File: src/rtl/rr_arbiter.sv
// Round-robin arbiter: registered one-hot grant with a hold-time limit that forces rotation.
// Optional RR_ARB_LOCK_EN adds a 'lock' input that suppresses forced rotation while high.
module rr_arbiter #(
  parameter int N        = 4,
  parameter int MAX_HOLD = 8
) (
  input  logic                 clk,
  input  logic                 rst_n,
  input  logic [N-1:0]         request,
  output logic [N-1:0]         grant,
  output logic [$clog2(N)-1:0] grant_id,
  output logic                 busy
`ifdef RR_ARB_LOCK_EN
  ,
  input  logic                 lock
`endif
);

  localparam int IDW = $clog2(N);

  typedef enum logic {IDLE = 1'b0, OWNED = 1'b1} state_t;

  state_t         r_state, w_state_nxt;
  logic [N-1:0]   r_grant, w_grant_nxt;
  logic [IDW-1:0] r_id,    w_id_nxt;
  logic [IDW-1:0] r_ptr,   w_ptr_nxt;
  logic [7:0]     r_hold,  w_hold_nxt;

  logic [N-1:0]   w_arb_req;
  logic [IDW-1:0] w_win;
  logic           w_found;
  logic           w_owner_req;
  logic           w_others;
  logic           w_sat;
  logic           w_preempt;

  assign w_owner_req = |(request & r_grant);
  assign w_others    = |(request & ~r_grant);
  assign w_sat       = (r_hold == 8'(MAX_HOLD));
`ifdef RR_ARB_LOCK_EN
  assign w_preempt   = w_sat && w_others && !lock;
`else
  assign w_preempt   = w_sat && w_others;
`endif

  // The owner is always excluded from the candidate set; in IDLE r_grant is zero.
  assign w_arb_req = request & ~r_grant;

  // Circular priority scan starting at r_ptr; iterate from the far end so the
  // nearest set bit is the last one written.
  always_comb begin
    w_found = 1'b0;
    w_win   = '0;
    for (int i = N - 1; i >= 0; i--) begin
      if (w_arb_req[(int'(r_ptr) + i) % N]) begin
        w_found = 1'b1;
        w_win   = IDW'((int'(r_ptr) + i) % N);
      end
    end
  end

  always_comb begin
    w_state_nxt = r_state;
    w_grant_nxt = r_grant;
    w_id_nxt    = r_id;
    w_ptr_nxt   = r_ptr;
    w_hold_nxt  = r_hold;
    case (r_state)
      IDLE: begin
        if (w_found) begin
          w_state_nxt = OWNED;
          w_grant_nxt = N'(1) << w_win;
          w_id_nxt    = w_win;
          w_ptr_nxt   = IDW'((int'(w_win) + 1) % N);
          w_hold_nxt  = 8'd1;
        end
      end
      OWNED: begin
        if (!w_owner_req || w_preempt) begin
          if (w_found) begin
            w_grant_nxt = N'(1) << w_win;
            w_id_nxt    = w_win;
            w_ptr_nxt   = IDW'((int'(w_win) + 1) % N);
            w_hold_nxt  = 8'd1;
          end else begin
            w_state_nxt = IDLE;
            w_grant_nxt = '0;
            w_id_nxt    = '0;
            w_hold_nxt  = 8'd0;
          end
        end else if (!w_sat) begin
          w_hold_nxt = r_hold + 8'd1;
        end
      end
      default: begin
        w_state_nxt = IDLE;
        w_grant_nxt = '0;
        w_id_nxt    = '0;
        w_hold_nxt  = 8'd0;
      end
    endcase
  end

  always_ff @(posedge clk) begin
    if (!rst_n) begin
      r_state <= IDLE;
      r_grant <= '0;
      r_id    <= '0;
      r_ptr   <= '0;
      r_hold  <= 8'd0;
    end else begin
      r_state <= w_state_nxt;
      r_grant <= w_grant_nxt;
      r_id    <= w_id_nxt;
      r_ptr   <= w_ptr_nxt;
      r_hold  <= w_hold_nxt;
    end
  end

  assign grant    = r_grant;
  assign grant_id = r_id;
  assign busy     = |r_grant;

endmodule
File: config.mk
export PLATFORM = sky130hd
export DESIGN_NAME = rr_arbiter
export DESIGN_NICKNAME = d
export VERILOG_FILES = /design/src/rtl/rr_arbiter.sv
export SDC_FILE = /design/constraint.sdc
export NUM_CORES = 1
export LEC_CHECK = 0
export ABC_AREA = 1
export BUFFER_PORTS_ARGS = -buffer_cell sky130_fd_sc_hd__buf_2
export CAP_MARGIN = 20
export CORE_AREA = 2 2 53 55
export DETAILED_ROUTE_END_ITERATION = 8
export DIE_AREA = 0 0 55 57
export HOLD_SLACK_MARGIN = 0.02
export PLACE_DENSITY = 0.66
export SLEW_MARGIN = 20
export SYNTH_ARGS = -nofsm -noshare
export SYNTH_HDL_FRONTEND = slang
export SYNTH_SLANG_ARGS = --single-unit
File: constraint.sdc
create_clock -name clk -period 3.2 [get_ports clk]
set_input_delay 0.16 -clock clk [delete_from_list [all_inputs] [get_ports clk]]
set_output_delay 0.16 -clock clk [all_outputs]
set_load 0.02 [all_outputs]
==> impl_metrics.py, run 1 <==
metrics = {
    "place": {
        "dpl.hpwl_mm": 2.198,
        "gp_congestion": 0.8755,
        "placed_cell_area_sq_um": 1291,
        "io_buffers": 12,
    },
    "global_route": {
        "grt_usage": 0.2014,
        "grt_antenna_before_repair": 0,
        "grt_pass1_vias": 1140,
        "grt_pass1_wl_mm": 4.712,
        "grt_max_degree": 11,
        "grt_overflow": 0,
    },
    "finish": {
        "final_common_cell": "nand2_1",
        "final_area_sq_um": 1319,
        "diodes": 0,
        "nets": 210,
        "mostFrequentLayoutCells": "nand2_1 (60), dfxtp_1 (17), inv_1 (16)",
        "drive_gt1_frac": 0.2438,
        "area_growth_pct": 9.563,
        "fin_util": 0.5043,
    },
    "worst_setup_path": {
        "path_max_fanout": 5,
        "cpPeakStageDelay_ps": 420,
        "critPathLaunchType": "flip-flop",
        "cp_cell_sequence": "inv_1, ha_1, nand3_1, nor2_1, nand2_1, nand3_2, nand2_1, inv_1, nand2_1, o22ai_1",
        "cpMaxStageDelayCell": "dfxtp_1",
        "critPathBufInv": 2,
        "critPathTopFamily": "simple AND/OR/NAND/NOR gates",
        "cp_common_cell": "nand2_1",
        "end_kind": "flip-flop",
        "required_ps": 3390,
        "cp.arrival_ps": 1840,
        "worstSetupPathType": "flip-flop to flip-flop",
    },
    "clocking": {
        "cts_buffers": 3,
        "cts.htree.levels": 1,
        "cts_hold_buf": 0,
        "cts_tree": "done",
        "ctsRootBufferMaster": "clkbuf_4",
        "cts_buffer_depth": 2,
        "cts_resized": 0,
        "path_clk_slew_ps": 110,
        "post_cts_buffers": 0,
        "clock_latency_ps": 290,
        "cts.sinks": 17,
    },
    "logic_synthesis": {
        "yosys-top-cells-area": "dfxtp_1 (28%), nand2_1 (19%), nand3_1 (6.2%)",
        "synth_cells": 186,
        "synth_top_area_frac": 0.2827,
        "syn_area_per_cell_sq_um": 6.471,
        "syn_nets": 194,
        "ys_seq_area_frac": 0.2827,
        "synth_area_sq_um": 1204,
        "yosysUniqueCellTypes": 30,
        "synth_warnings": 0,
        "synth_largest_area_cell": "dfxtp_1",
        "ys_seq_elements": 17,
    },
    "routing": {
        "drc": 0,
        "wirelength_mm": 2.724,
        "ant_nets": 0,
        "vias": 1201,
        "drtPass1Iterations": 4,
        "wire_per_inst_microns": 11.74,
        "vias_per_cell": 5.177,
        "first_iter_violations": 24,
    },
    "run": {
        "drv_cap": 0,
    },
    "power": {
        "powerDensity_nw_per_um2": 821.8,
        "ir_worst_vdd_mv": 0.4864,
        "leakagePower_nw": 0.6234,
        "total_power_w": 0.001084,
    },
    "timing": {
        "timing.slew.headroom": 0.7273,
        "grt_setup_unrepaired": "false",
        "finClkSkew_ps": 6.111,
        "finalSetupViolCount": 0,
        "period_needed_ps": 1652,
        "hold_viol_final": 0,
        "period_share": 0.5162,
        "slew_viol_final": 0,
        "fin_tns_setup_ps": 0,
        "tightest_slew_ps": 408.5,
        "max_freq_mhz": 605.4,
    },
    "die": {
        "rows": 19,
        "io_pins": 13,
        "core_area_sq_um": 2615,
        "dieWidth_microns": 55,
        "initial_core_util": 0.4603,
        "fp.dieH_microns": 57,
        "die-area_sq_um": 3135,
    },
    "hold_path": {
        "hp-class": "primary input to flip-flop",
    },
    "run_status": {
        "outcome": "completed",
    },
}
-- worst register-to-register path, cell delays in order, from the launching register on --
cell and delay [ps]:
dfxtp_1 420, inv_1 100, ha_1 200, nand3_1 80, nor2_1 60, nand2_1 120, nand3_2 140, nand2_1 160
inv_1 90, nand2_1 90, o22ai_1 80
-- synth_stat cells, drive strengths merged --
cell type and instances:
xnor2 1, o22ai 3, nand3b 1, a21oi 14, buf 1, nand3 16
o21ai 7, xor2 4, or2 1, ha 2, nor2 14, nor3 2
clkinv 3, nand2 73, inv 22, nor3b 1, nand4 4, dfxtp 17
-- final timing paths --
path	start	end	slack, ps	cells past startpoint
min	rst_n	grant_id[0]$_SDFFE_PN0P_	140	3
min reg2reg	grant_id[0]$_SDFFE_PN0P_	grant_id[0]$_SDFFE_PN0P_	460	2
max	r_hold[0]$_SDFFE_PN0P_	grant[3]$_SDFFE_PN0P_	1550	10
max reg2reg	r_hold[0]$_SDFFE_PN0P_	grant[3]$_SDFFE_PN0P_	1550	10
-- layout make-up --
type,count,area (sq um)
multi-input combinational,143,754.5
fill,288,1296
inverter,25,97.59
clock inverter,1,5.005
tap,31,38.79
timing repair buffer,12,60.06
clock buffer,3,22.52
sequential,17,340.3
-- cell families (layout without fill, tap and decap cells) --
logic type	count (synthesis)	after routing	share of synthesized area
fa+ha+maj	2	2	0.02079
buf+inv	26	41	0.09044
xor+xnor	5	5	0.04263
simple gates	112	112	0.4408
compound gates	24	24	0.1227
flops	17	17	0.2827
-- metrics by stage --
stage,instances,setup slack (ps),hold WS [ps]
after floorplan,186,1692,263.1
after global placement,228,1538,433.5
after detailed placement,228,1549,443.7
after CTS,232,1520,129.9
after global routing,232,1320,148.5
final,232,1548,137.2
-- flip-flops by register name, indices dropped and copies added, names as in the netlist --
signal / count
r_hold: 8
r_state: 1
grant_id: 2
grant: 4
r_ptr: 2
-- per-layer routing --
metal | global-route usage | vias up | routed length, microns | share of wire
li1 | - | 624 | - | -
met1 | 0.2259 | 563 | 1129 | 0.41
met2 | 0.3588 | 12 | 1532 | 0.56
met3 | 0.03141 | 2 | 45 | 0.017
met4 | 0.09059 | 0 | 17 | 0.0062
met5 | 0 | - | 0 | 0
-- where the power goes --
group | switching [W] | total [W] | internal [W] | leakage (nW)
Sequential | 0.0000546 | 0.000307 | 0.000252 | 0.139
Combinational | 0.000430 | 0.000657 | 0.000227 | 0.466
Clock | 0.0000728 | 0.000119 | 0.0000465 | 0.0177
Power figures use the tool's default switching activity.
==> run 2, diff against run 1 <==
--- a/config.mk
+++ b/config.mk
@@ -5,14 +5,14 @@
 export SDC_FILE = /design/constraint.sdc
 export NUM_CORES = 1
 export LEC_CHECK = 0
-export ABC_AREA = 1
+export ABC_AREA = 0
 export BUFFER_PORTS_ARGS = -buffer_cell sky130_fd_sc_hd__buf_2
 export CAP_MARGIN = 20
-export CORE_AREA = 2 2 53 55
+export CORE_AREA = 2 2 46 48
 export DETAILED_ROUTE_END_ITERATION = 8
-export DIE_AREA = 0 0 55 57
+export DIE_AREA = 0 0 48 50
 export HOLD_SLACK_MARGIN = 0.02
-export PLACE_DENSITY = 0.66
+export PLACE_DENSITY = 0.69
 export SLEW_MARGIN = 20
 export SYNTH_ARGS = -nofsm -noshare
 export SYNTH_HDL_FRONTEND = slang
==> constraint.sdc (replaced) <==
create_clock -name clk -period 1.55 [get_ports clk]
set_input_delay 0.0775 -clock clk [delete_from_list [all_inputs] [get_ports clk]]
set_output_delay 0.0775 -clock clk [all_outputs]
set_load 0.02 [all_outputs]
==> run 2 against run 1 <==
  * Wire length decreased by 0.92%
  * The run now ends with negative setup slack left
  * Critical path depth decreased by 3
  * Sequential cell count unchanged
  * Synthesized area decreased by 24%
  * Combinational power increased by 72%
  * Via count decreased by 15%
  * Non-clock buffer count increased by 33
  * Core utilization increased by 25 points
  * Clock power increased by 110%
  * Highest routed layer unchanged
==> impl_metrics.py, run 2 <==
metrics = {
    "timing": {
        "period_share": 1.166,
        "tightest_slew_ps": 583.2,
        "finalSetupViolCount": 17,
        "slew_viol_final": 0,
        "hold_viol_final": 0,
        "setup_ws_ps": -257.4,
        "finClkSkew_ps": 1.752,
        "max_freq_mhz": 553.3,
        "timing.slew.headroom": 0.6112,
        "period_needed_ps": 1807,
        "grt_setup_unrepaired": "true",
    },
    "finish": {
        "nets": 163,
        "largest_register_ffs": 8,
        "fin_util": 0.7572,
        "final_cells": 181,
        "mostFrequentLayoutCells": "buf_4 (28), dfxtp_1 (11), buf_2 (11)",
        "drive_gt1_frac": 0.5260,
        "regMostFlops": "r_hold",
        "final_common_cell": "buf_4",
        "area_growth_pct": 57.24,
        "diodes": 0,
    },
    "die": {
        "fp.dieH_microns": 50,
        "die-area_sq_um": 2400,
        "dieWidth_microns": 48,
        "io_pins": 13,
        "core_area_sq_um": 1902,
        "rows": 16,
        "initial_core_util": 0.4816,
    },
    "logic_synthesis": {
        "synth_area_sq_um": 915.9,
        "syn_area_per_cell_sq_um": 8.640,
        "yosysUniqueCellTypes": 35,
        "ys_seq_elements": 17,
        "synthArstFlopShare": 0,
        "synth_ff_type": "dfxtp_1",
        "yosys-top-cells-area": "dfxtp_1 (37%), a21oi_1 (4.9%), nor2b_1 (4.1%)",
        "synth_cells": 106,
        "synth_warnings": 0,
        "yosys-top-cells-count": "dfxtp_1 (17), a21oi_1 (9), nor2_1 (7)",
        "ys_seq_area_frac": 0.3716,
        "synth_enable_flop_cells": 0,
        "syn_nets": 114,
        "synth_largest_area_cell": "dfxtp_1",
        "synth.most_common_cell": "dfxtp_1",
        "synth_top_area_frac": 0.3716,
    },
    "clocking": {
        "cts_hold_buf": 0,
        "cts_tree": "done",
        "cts_buffer_depth": 2,
        "cts.sinks": 17,
        "clock_latency_ps": 300,
        "ctsRootBufferMaster": "clkbuf_4",
        "path_clk_slew_ps": 100,
        "cts_buffers": 3,
        "cts.htree.levels": 1,
    },
    "routing": {
        "vias": 1018,
        "wl_met2_mm": 1.338,
        "vias_per_cell": 5.624,
        "first_iter_violations": 26,
        "wl_met3_microns": 88,
        "ant_nets": 0,
        "wire_per_inst_microns": 14.91,
        "met1_length_mm": 1.217,
        "wirelength_mm": 2.699,
        "drc": 0,
        "drtPass1Iterations": 4,
        "highest_layer": "met4",
    },
    "global_route": {
        "grt_max_degree": 10,
        "grt_overflow": 0,
        "grt_antenna_before_repair": 0,
        "grt_pass1_wl_mm": 4.098,
        "grt_usage": 0.2400,
        "grt_pass1_vias": 977,
    },
    "place": {
        "placedCellCount": 170,
        "dpl.hpwl_mm": 1.742,
        "gp_congestion": 0.8497,
        "io_buffers": 12,
    },
    "worst_setup_path": {
        "critPathTopFamily": "simple AND/OR/NAND/NOR gates",
        "cp_cell_sequence": "inv_2, ha_4, or4b_4, o221ai_4, and2_4, o21ai_1, a21oi_1",
        "worstSetupPathType": "flip-flop to flip-flop",
        "cp.arrival_ps": 2040,
        "cpMaxStageDelayCell": "or4b_4",
        "required_ps": 1780,
        "timing.rr.end": "r_ptr[1]$_SDFFE_PN0P_",
        "cpPeakStageDelay_ps": 500,
        "path_max_fanout": 4,
        "r2r_setup_slack_ps": -260,
        "critPathBufInv": 1,
        "r2r_cells": 7,
        "critPathLaunchType": "flip-flop",
        "r2r_start": "r_hold[1]$_SDFFE_PN0P_",
        "end_kind": "flip-flop",
    },
    "hold_path": {
        "hp-class": "primary input to flip-flop",
        "hold_start": "rst_n",
        "whs_path_depth": 2,
        "holdPathEnd": "r_state$_SDFF_PN0_",
    },
    "power": {
        "power.internal_w": 0.001204,
        "net-switching-power_w": 0.0007946,
        "p_sw_frac": 0.3975,
        "powerDensity_nw_per_um2": 1388,
        "ir_worst_vdd_mv": 1.253,
        "power_frac_clock": 0.125,
        "p_comb_frac": 0.565,
        "leakagePower_nw": 0.5976,
        "p_seq_frac": 0.310,
    },
    "run_status": {
        "failed_checks": "negative setup slack",
        "outcome": "finished with violations",
    },
    "run": {
        "drv_cap": 0,
    },
}
-- run 2: cell types whose count changed after synthesis, sizes merged, moves of 3 or more --
cell / change
nand3: -11
nor2b: +6
clkinv: -3
a22o: +3
nand4: -4
a21oi: -3
inv: -16
nor2: -7
or3: +3
nand2: -68
-- run 2: per-stage QoR --
step | hold slack [ps] | worst slack, ps | total power, W | cell area (sq um) | TNS, ps
after global placement | 391.4 | -72.89 | 0.001495 | 1279 | -735.9
after CTS | 94.55 | -162.3 | 0.001831 | 1380 | -1489
after global routing | 89.13 | -317.3 | 0.002103 | 1440 | -3139
final | 77.30 | -257.4 | 0.001999 | 1440 | -1984
after detailed placement | 398.0 | -118.3 | 0.001514 | 1279 | -1390
after floorplan | 195.0 | -54.33 | 0.001165 | 1001 | -283.7
-- run 2: timing repair --
item | 4_1_cts | 5_1_grt
pin swaps | 17 | 11
endpoints found under the setup margin | 16 | 17
endpoints found under the hold margin | 0 | 0
buffers inserted | 4 | 3
resized for setup | 11 | 10
-- run 2: worst register-to-register path, delay by kind of cell, from the launching register on --
kind | cells | cell delay, ps
compound gates | 3 | 480
buf+inv | 1 | 60
flops | 1 | 340
simple gates | 2 | 730
fa+ha+maj | 1 | 130
-- run 2: routing by layer --
layer  GRT usage  up-vias
met5           0        -
met4      0.1081        0
met3     0.06593        5
met2      0.3311       20
met1      0.3401      501
li1            -      492
-- run 2: power groups by stage --
stage	Clock, W	Sequential [W]	Combinational [W]
2_1_floorplan	0	0.000692	0.000473
3_3_place_gp	0	0.000610	0.000885
3_5_place_dp	0	0.000614	0.000900
4_1_cts	0.000242	0.000610	0.000979
5_1_grt	0.000268	0.000632	0.00120
6_report	0.000250	0.000620	0.00113
-- run 2: final cells by class --
type | instances | area (sq um)
inverter | 6 | 22.52
sequential | 17 | 355.3
multi-input combinational | 82 | 669.4
clock buffer | 4 | 26.28
tap | 27 | 33.78
fill | 132 | 461.7
timing repair buffer | 45 | 332.8
-- run 2: how the worst max path moves through the flow --
stage / startpoint / end / slack [ps] / depth (start not counted)
finish: r_hold[1]$_SDFFE_PN0P_ / r_ptr[1]$_SDFFE_PN0P_ / -260 / 7
global placement: grant[3]$_SDFFE_PN0P_ / grant[2]$_SDFFE_PN0P_ / -70 / 6
CTS: r_hold[1]$_SDFFE_PN0P_ / grant[1]$_SDFFE_PN0P_ / -160 / 7
detailed placement: r_hold[1]$_SDFFE_PN0P_ / r_hold[5]$_SDFFE_PN0P_ / -120 / 6
global route: r_hold[1]$_SDFFE_PN0P_ / r_ptr[1]$_SDFFE_PN0P_ / -320 / 7
floorplan: grant[3]$_SDFFE_PN0P_ / r_hold[5]$_SDFFE_PN0P_ / -50 / 6
-- run 2: cells by family after synthesis --
group,share of synthesized area
AOI/OAI and AO/OA,0.2814
buffers and inverters,0.03688
xor gates and xnor gates,0.03826
and+or+nand+nor,0.2446
DFF,0.3716
adders and majority gates,0.02732
